$ cat config.mk
export PLATFORM = sky130hd
export DESIGN_NAME = mc_controller
export DESIGN_NICKNAME = d
export VERILOG_FILES = /design/src/rtl/mc_controller.sv
export SDC_FILE = /design/constraint.sdc
export NUM_CORES = 1
export LEC_CHECK = 0
export BUFFER_PORTS_ARGS = -buffer_cell sky130_fd_sc_hd__buf_2
export CORE_MARGIN = 3
export CORE_UTILIZATION = 40
export CTS_CLUSTER_SIZE = 28
export DETAILED_ROUTE_END_ITERATION = 12
export HOLD_SLACK_MARGIN = 0.02
export PLACE_DENSITY = 0.85
export SYNTH_ARGS = -nofsm -noshare
export SYNTH_HDL_FRONTEND = slang
export SYNTH_SLANG_ARGS = --single-unit
$ cat constraint.sdc
create_clock -name clk -period 2.6 [get_ports clk]
set_input_delay 0.13 -clock clk [delete_from_list [all_inputs] [get_ports clk]]
set_output_delay 0.13 -clock clk [all_outputs]
set_load 0.02 [all_outputs]
$ cat src/rtl/mc_controller.sv
// mc_controller: Moore control FSM for the multicycle RV32I core.
// Ports:
//   clk, reset                 rising-edge clock, asynchronous active-high reset
//   op, funct3, funct7b5       instruction fields from the instruction register
//   Zero                       ALU zero flag, used only in BEQ
//   PCWrite, AdrSrc, MemWrite, IRWrite, ResultSrc, ALUSrcA, ALUSrcB,
//   ImmSrc, RegWrite, ALUControl   datapath selects and write enables
//   state_o                    current state code
//   instr_done                 one-cycle pulse in the final state of an instruction
module mc_controller (
    input  logic       clk,
    input  logic       reset,
    input  logic [6:0] op,
    input  logic [2:0] funct3,
    input  logic       funct7b5,
    input  logic       Zero,
    output logic       PCWrite,
    output logic       AdrSrc,
    output logic       MemWrite,
    output logic       IRWrite,
    output logic [1:0] ResultSrc,
    output logic [1:0] ALUSrcA,
    output logic [1:0] ALUSrcB,
    output logic [1:0] ImmSrc,
    output logic       RegWrite,
    output logic [2:0] ALUControl,
    output logic [3:0] state_o,
    output logic       instr_done
);
    typedef enum logic [3:0] {
        FETCH    = 4'd0,
        DECODE   = 4'd1,
        MEMADR   = 4'd2,
        MEMREAD  = 4'd3,
        MEMWB    = 4'd4,
        MEMWRITE = 4'd5,
        EXECUTER = 4'd6,
        EXECUTEI = 4'd7,
        ALUWB    = 4'd8,
        BEQ      = 4'd9,
        JAL      = 4'd10
    } state_t;

    localparam logic [6:0] OP_LW   = 7'b0000011;
    localparam logic [6:0] OP_SW   = 7'b0100011;
    localparam logic [6:0] OP_R    = 7'b0110011;
    localparam logic [6:0] OP_I    = 7'b0010011;
    localparam logic [6:0] OP_BEQ  = 7'b1100011;
    localparam logic [6:0] OP_JAL  = 7'b1101111;

    state_t     state_q, state_d;
    logic       pc_update, branch, reg_write, mem_write, ir_write, done;
    logic [1:0] alu_op;
    logic [2:0] alu_dec;
    logic       supported;

    assign supported = (op == OP_LW) | (op == OP_SW) | (op == OP_R) |
                       (op == OP_I) | (op == OP_BEQ) | (op == OP_JAL);

    always_ff @(posedge clk or posedge reset) begin
        if (reset) state_q <= FETCH;
        else       state_q <= state_d;
    end

    always_comb begin
        state_d = FETCH;
        case (state_q)
            FETCH:    state_d = DECODE;
            DECODE:   state_d = (op == OP_LW || op == OP_SW) ? MEMADR :
                                (op == OP_R)   ? EXECUTER :
                                (op == OP_I)   ? EXECUTEI :
                                (op == OP_BEQ) ? BEQ :
                                (op == OP_JAL) ? JAL : FETCH;
            MEMADR:   state_d = (op == OP_LW) ? MEMREAD : MEMWRITE;
            MEMREAD:  state_d = MEMWB;
            EXECUTER: state_d = ALUWB;
            EXECUTEI: state_d = ALUWB;
            JAL:      state_d = ALUWB;
            default:  state_d = FETCH;
        endcase
    end

    always_comb begin
        pc_update = 1'b0;
        branch    = 1'b0;
        reg_write = 1'b0;
        mem_write = 1'b0;
        ir_write  = 1'b0;
        done      = 1'b0;
        AdrSrc    = 1'b0;
        ResultSrc = 2'b00;
        ALUSrcA   = 2'b00;
        ALUSrcB   = 2'b00;
        alu_op    = 2'b00;
        case (state_q)
            FETCH: begin
                ir_write  = 1'b1;
                ALUSrcB   = 2'b10;
                ResultSrc = 2'b10;
                pc_update = 1'b1;
            end
            DECODE: begin
                ALUSrcA = 2'b01;
                ALUSrcB = 2'b01;
                done    = ~supported;
            end
            MEMADR: begin
                ALUSrcA = 2'b10;
                ALUSrcB = 2'b01;
            end
            MEMREAD:  AdrSrc = 1'b1;
            MEMWB: begin
                ResultSrc = 2'b01;
                reg_write = 1'b1;
                done      = 1'b1;
            end
            MEMWRITE: begin
                AdrSrc    = 1'b1;
                mem_write = 1'b1;
                done      = 1'b1;
            end
            EXECUTER: begin
                ALUSrcA = 2'b10;
                alu_op  = 2'b10;
            end
            EXECUTEI: begin
                ALUSrcA = 2'b10;
                ALUSrcB = 2'b01;
                alu_op  = 2'b10;
            end
            ALUWB: begin
                reg_write = 1'b1;
                done      = 1'b1;
            end
            BEQ: begin
                ALUSrcA = 2'b10;
                alu_op  = 2'b01;
                branch  = 1'b1;
                done    = 1'b1;
            end
            JAL: begin
                ALUSrcA   = 2'b01;
                ALUSrcB   = 2'b10;
                pc_update = 1'b1;
            end
            default: ;
        endcase
    end

    // Reset forces FETCH asynchronously; gating the enables here also kills
    // any write belonging to an instruction aborted mid-flight.
    assign PCWrite    = (pc_update | (branch & Zero)) & ~reset;
    assign IRWrite    = ir_write & ~reset;
    assign RegWrite   = reg_write & ~reset;
    assign MemWrite   = mem_write & ~reset;
    assign instr_done = done & ~reset;
    assign state_o    = state_q;

    assign ImmSrc = (op == OP_SW)  ? 2'b01 :
                    (op == OP_BEQ) ? 2'b10 :
                    (op == OP_JAL) ? 2'b11 : 2'b00;

    // Subtract only for R-type sub; op[5] separates R-type from I-type addi.
    assign alu_dec = (funct3 == 3'b000) ? ((funct7b5 & op[5]) ? 3'b001 : 3'b000) :
                     (funct3 == 3'b010) ? 3'b101 :
                     (funct3 == 3'b110) ? 3'b011 :
                     (funct3 == 3'b111) ? 3'b010 : 3'b000;

    assign ALUControl = (alu_op == 2'b01) ? 3'b001 :
                        (alu_op == 2'b10) ? alu_dec : 3'b000;
endmodule

==> Word-level counts from Yosys, hierarchy flattened <==
Index checks and enable logic that the tools add are counted.
{ "word_totals": {"reg_bits": 4, "inputBits": 14, "elab_cells": 77} }
{ "op_classes": {"eq_ne": 21, "mux": 28, "n_bitwise": 15, "n_reduce_logical": 12} }
{ "op_table": {"columns": ["op", "n"], "rows": [
  ["2-to-1 mux 4 bit", 5],
  ["case mux 4 bit (5 select lines)", 1],
  ["== test 4 x 3 -> 1 bit, second input constant", 4],
  ["case mux 2 bit (2 select lines)", 4],
  ["2-to-1 mux 3 bit", 5],
  ["== test 7 x 6 -> 1 bit, second input constant", 2],
  ["== test 7 bit, second input constant", 2],
  ["== test 4 bit, second input constant", 3],
  ["2-to-1 mux 2 bit", 5],
  ["OR reduction 2 bit", 5],
  ["== test 4 x 2 -> 1 bit, second input constant", 2],
  ["OR reduction 4 bit", 2],
  ["AND 1 bit", 7],
  ["== test 7 x 2 -> 1 bit, second input constant", 1],
  ["== test 7 x 5 -> 1 bit, second input constant", 1],
  ["2-to-1 mux 1 bit", 7],
  ["== test 3 bit, second input constant", 2],
  ["bitwise OR 1 bit", 6],
  ["OR reduction 3 bit", 2],
  ["== test 4 x 1 -> 1 bit, second input constant", 1],
  ["logical NOT 4 bit", 1],
  ["== test 3 x 2 -> 1 bit, second input constant", 1],
  ["logical NOT 3 bit", 1],
  ["== test 2 x 1 -> 1 bit, second input constant", 1],
  ["4 further kinds", 5]
]} }

==> Depth between registers and ports, before layout <==
{ "depth": {"ltp_word": 9, "depth_mapped": 5, "mapped_depth_nobuf": 3} }

==> Worst setup path before layout <==
No wires, ideal clock.
{ "synth_path": {"path_type": "reg-to-output", "startpoint": "reg state_q[3] (netlist: state_o[3])", "endpoint": "out IRWrite", "arrival_ps": 1849, "required_time_ps": 2470, "path_slack_ps": 621, "path_stages_with_launch": 5, "path_buffers": 2, "cell_sequence": "dfrtp_1 buf_2 buf_1 nor4_1 and2_1"} }
{ "synth_between": {"elab_chain_cells": 3} }
{ "synth_lines": {"columns": ["element", "line", "source"], "rows": [
  ["from (decl)", "51", "state_t state_q, state_d;"],
  ["from (signal assigned)", "62", "else state_q <= state_d;"],
  ["logical NOT 4 bit", "95", "case (state_q)"],
  ["2-to-1 mux 1 bit", "95", null],
  ["AND 1 bit", "153", "assign IRWrite = ir_write & ~reset;"],
  ["to (decl)", "20", "output logic IRWrite,"]
]} }
Every way passes these cells.

==> Worst setup path after layout <==
{ "layout_path": {"startpoint": "reg state_q[1] (netlist: state_o[1])", "endpoint": "out instr_done"} }
{ "layout_between": {"elab_chain_cells": 4, "elab_cells_between_ends": 8, "cone_classes": "5 x eq/ne; 1 x mux; 1 x bitwise; 1 x reduce/logical"} }
{ "layout_lines": {"columns": ["element", "line", "source"], "rows": [
  ["== test 4 bit or == test 4 x 3 -> 1 bit (tied branches)", "95", null],
  ["OR reduction 4 bit (no line)", null, null],
  ["case mux 1 bit (2 select lines) *", "95", null],
  ["AND 1 bit *", "156", "assign instr_done = done & ~reset;"],
  ["to (decl)", "28", "output logic instr_done"]
]} }
Mark *: on every way between the ends. The rest lies on a longest branch, timed or not.

==> metrics.md <==
| Metric | Value |
|---|---|
| RSZ-0062 raised after global routing | `false` |
| Leak pwr | `0.374 nW` |
| Async set-or-reset flop fraction in the synthesized netlist | `1.00` |
| Cells after synthesis | `between 70 and 80` |
| Num CTS Buffers | `3` |
| Xor-xnor portion of the synthesized cell area | `0.0602` |
| # DRC | `0` |
| CTS tree | `yes` |
| I/O Pins | `35` |
| Clock network power share | `0.158` |
| Count of cells resized by post-cts repair | `0` |
| Max VDD drop | `0.000255 V` |
| Total global-route track usage | `0.158` |
| Synth cell count leaders | `6 x nand2b_1, 5 x buf_2, 5 x nor2_1` |
| Syn_area_per_cell | `8.19 um2` |
| Final Critical Period | `1970 ps` |
| First-pass GRT wire length | `2420 um` |
| Max stage delay on crit path | `600 ps` |
| Worst Path Class, Setup | `reg -> out` |
| Power per cell area | `604 nW/um2` |
| Clock tree buffer depth | `2` |
| Largest register FFs | `4` |
| H-tree levels | `1` |
| CP Cell Sequence | `nor4b_4, o21ai_0, o31ai_1, buf_2` |
| Final non-filler cell total | `118` |
| Switch Pwr | `0.214 mW` |
| Crit-path slowest cell | `dfrtp_1` |
| Clk slew on worst S/H paths | `40 ps` |
| Worst setup EP type | `output port` |
| Grt total ovfl | `0` |
| Post-Syn Area | `around 580 um2` |
| Final setup violation count | `0` |
| Count of input and output buffers | `34` |
| Internal | `0.253 mW` |
| Slew HR | `0.571` |
| Hold slack | `250 ps` |
| First-pass DRT Iterations | `4` |
| Clock Latency Late Sink | `230 ps` |
| Hold Fails Final Rpt | `0` |
| Layout cells sized above 1 | `0.417` |
| Max-cap violations | `0` |
| R2r setup slk | `roughly 1100 ps` |
| Compound-Gate Fraction of Synth Area | `0.198` |
| Status | `finished clean` |
| Vert. Die Dim | `44.1 um` |
| EDFF count, synth | `0` |
| Multi-input logic area | `445 um2` |
| Die Area | `1950 um2` |
| Syn nets | `85` |
| Mux cell area share after synthesis | `0.0366` |
| Worst path bufs/invs | `1` |
| Vias in the first global route | `544` |
| Final WL | `1520 um` |
| Syn. warnings | `0` |
| Antenna-violating nets left | `0` |
| Initial antenna violation count | `0` |
| WL per Instance | `12.9 um` |
| Period utilisation layout | `0.757` |
| Largest net degree at the start of global routing | `22` |
| Post-layout util | `0.581` |
| # rows | `13` |
| Vias | `roughly 670` |
| HPWL after detailed placement | `1170 um` |
| Startpoint Class | `register` |
| Vias per cell | `5.64` |
| Filler cell count | `147` |
| Clk_skew | `0.891 ps` |
| Final setup TNS | `0 ps` |
| Worst slew pin tran | `643 ps` |
| Die Span X | `44.1 um` |
| Post-synth top area cell | `dfrtp_1` |
| Routability cong. | `0.815` |
| Number of diodes | `0` |
| Simple-gate area share of the yosys netlist | `0.471` |
| Most frequent cell after synthesis | `nand2b_1` |
| Root Driver | `clkbuf_4` |
| Nets | `between 100 and 150` |
| Flop pwr share | `0.235` |
| Share of the synthesized area in the top cell type | `0.172` |
| Total setup buffers inserted after CTS | `0` |
| Total Power | `between 0.4 and 0.5 mW` |
| Ys flop type | `dfrtp_1` |
| Synth Area in Adders | `0` |
| Cell variety after synth | `40` |
| CP Max Fanout | `21` |
| Register area | `100 um2` |
| Crit path DAT | `1840 ps` |
| Drt initial violations | `7` |
| Family with the most delay on the worst path | `flip-flops` |
| Min-delay worst type | `in -> reg` |
| Total core area | `1330 um2` |
| Largest family of logic cells by synthesized area | `simple AND/OR/NAND/NOR gates` |
| Total clock sinks | `4` |
| Placed insts | `between 100 and 150` |
| Max Fclk | `a little over 500 MHz` |
| Crit path required time | `2470 ps` |
| Sequential element share of the synthesized area | `0.172` |
| Synthesis-stage register bit count | `4` |
| Initial core utilization | `0.436` |
| Area delta synth->final | `33.1%` |
| Synth area leaders | `dfrtp_1 17%, nand2b_1 6.5%, xnor2_1 6.0%` |
| Logic pwr share | `0.608` |
| Sw frac | `0.458` |
| Max Slew Vio Count | `0` |
stage by stage:
stage	instance area, um2	worst slack, ps
6_report	774	631
2_1_floorplan	582	621
3_5_place_dp	742	863
4_1_cts	774	615
3_3_place_gp	742	920
5_1_grt	774	472
cell type report:
class                   count  area share
multi-input cells          59       0.575
repair buffers             35       0.233
inverters                   2     0.00969
well taps                  15      0.0242
flip-flops and latches      4       0.129
clock buffers               3      0.0291
logic make-up (layout without fill, tap and decap cells):
group / count (synthesis) / count (layout)
compound gates: 15 / 15
xor+xnor: 4 / 4
buf+inv: 8 / 40
flops: 4 / 4
mux: 2 / 2
simple gates: 38 / 38
power groups by stage:
stage          Clock (mW)  Sequential (mW)  Combinational, mW
2_1_floorplan           0           0.0975              0.214
3_3_place_gp            0            0.108              0.279
3_5_place_dp            0            0.111              0.286
4_1_cts            0.0787            0.110              0.288
5_1_grt            0.0839            0.116              0.309
6_report           0.0738            0.110              0.284
routing by layer:
layer	global-route usage	wire length, um	up-vias
met3	0.0366	117	0
met5	0	0	-
met1	0.218	694	305
met4	0	0	0
met2	0.267	712	29
li1	-	-	332
cell usage in the layout (no fill, tap or decap), types with 2 or more instances in the layout:
master	count
dfrtp_1	4
nand3b_1	2
buf_2	34
o31ai_1	2
nor4_1	3
clkbuf_4	3
nor2b_1	2
o21ai_0	3
nand2b_1	6
nor3b_1	2
nor3_1	2
xnor2_1	4
inv_1	2
and3_1	3
nor2_1	5
timing repair:
item / in CTS / in global routing
setup endpoints to repair: 0 / 0
hold endpoints to repair: 4 / 0
hold buffers: 1 / 0
path summary, 6_finish.rpt:
| check | endpoint | cells past startpoint | startpoint |
|---|---|---|---|
| setup / recovery | instr_done | 4 | state_o[1] |
| hold / removal | state_o[2] | 2 | op[4] |
| setup reg to reg | state_o[1] | 3 | state_o[2] |
| hold reg to reg | state_o[0] | 1 | state_o[0] |
| max in group asynchronous | state_o[3] | 3 | reset |
| min in group asynchronous | state_o[0] | 3 | reset |
Power figures use the tool's default switching activity.
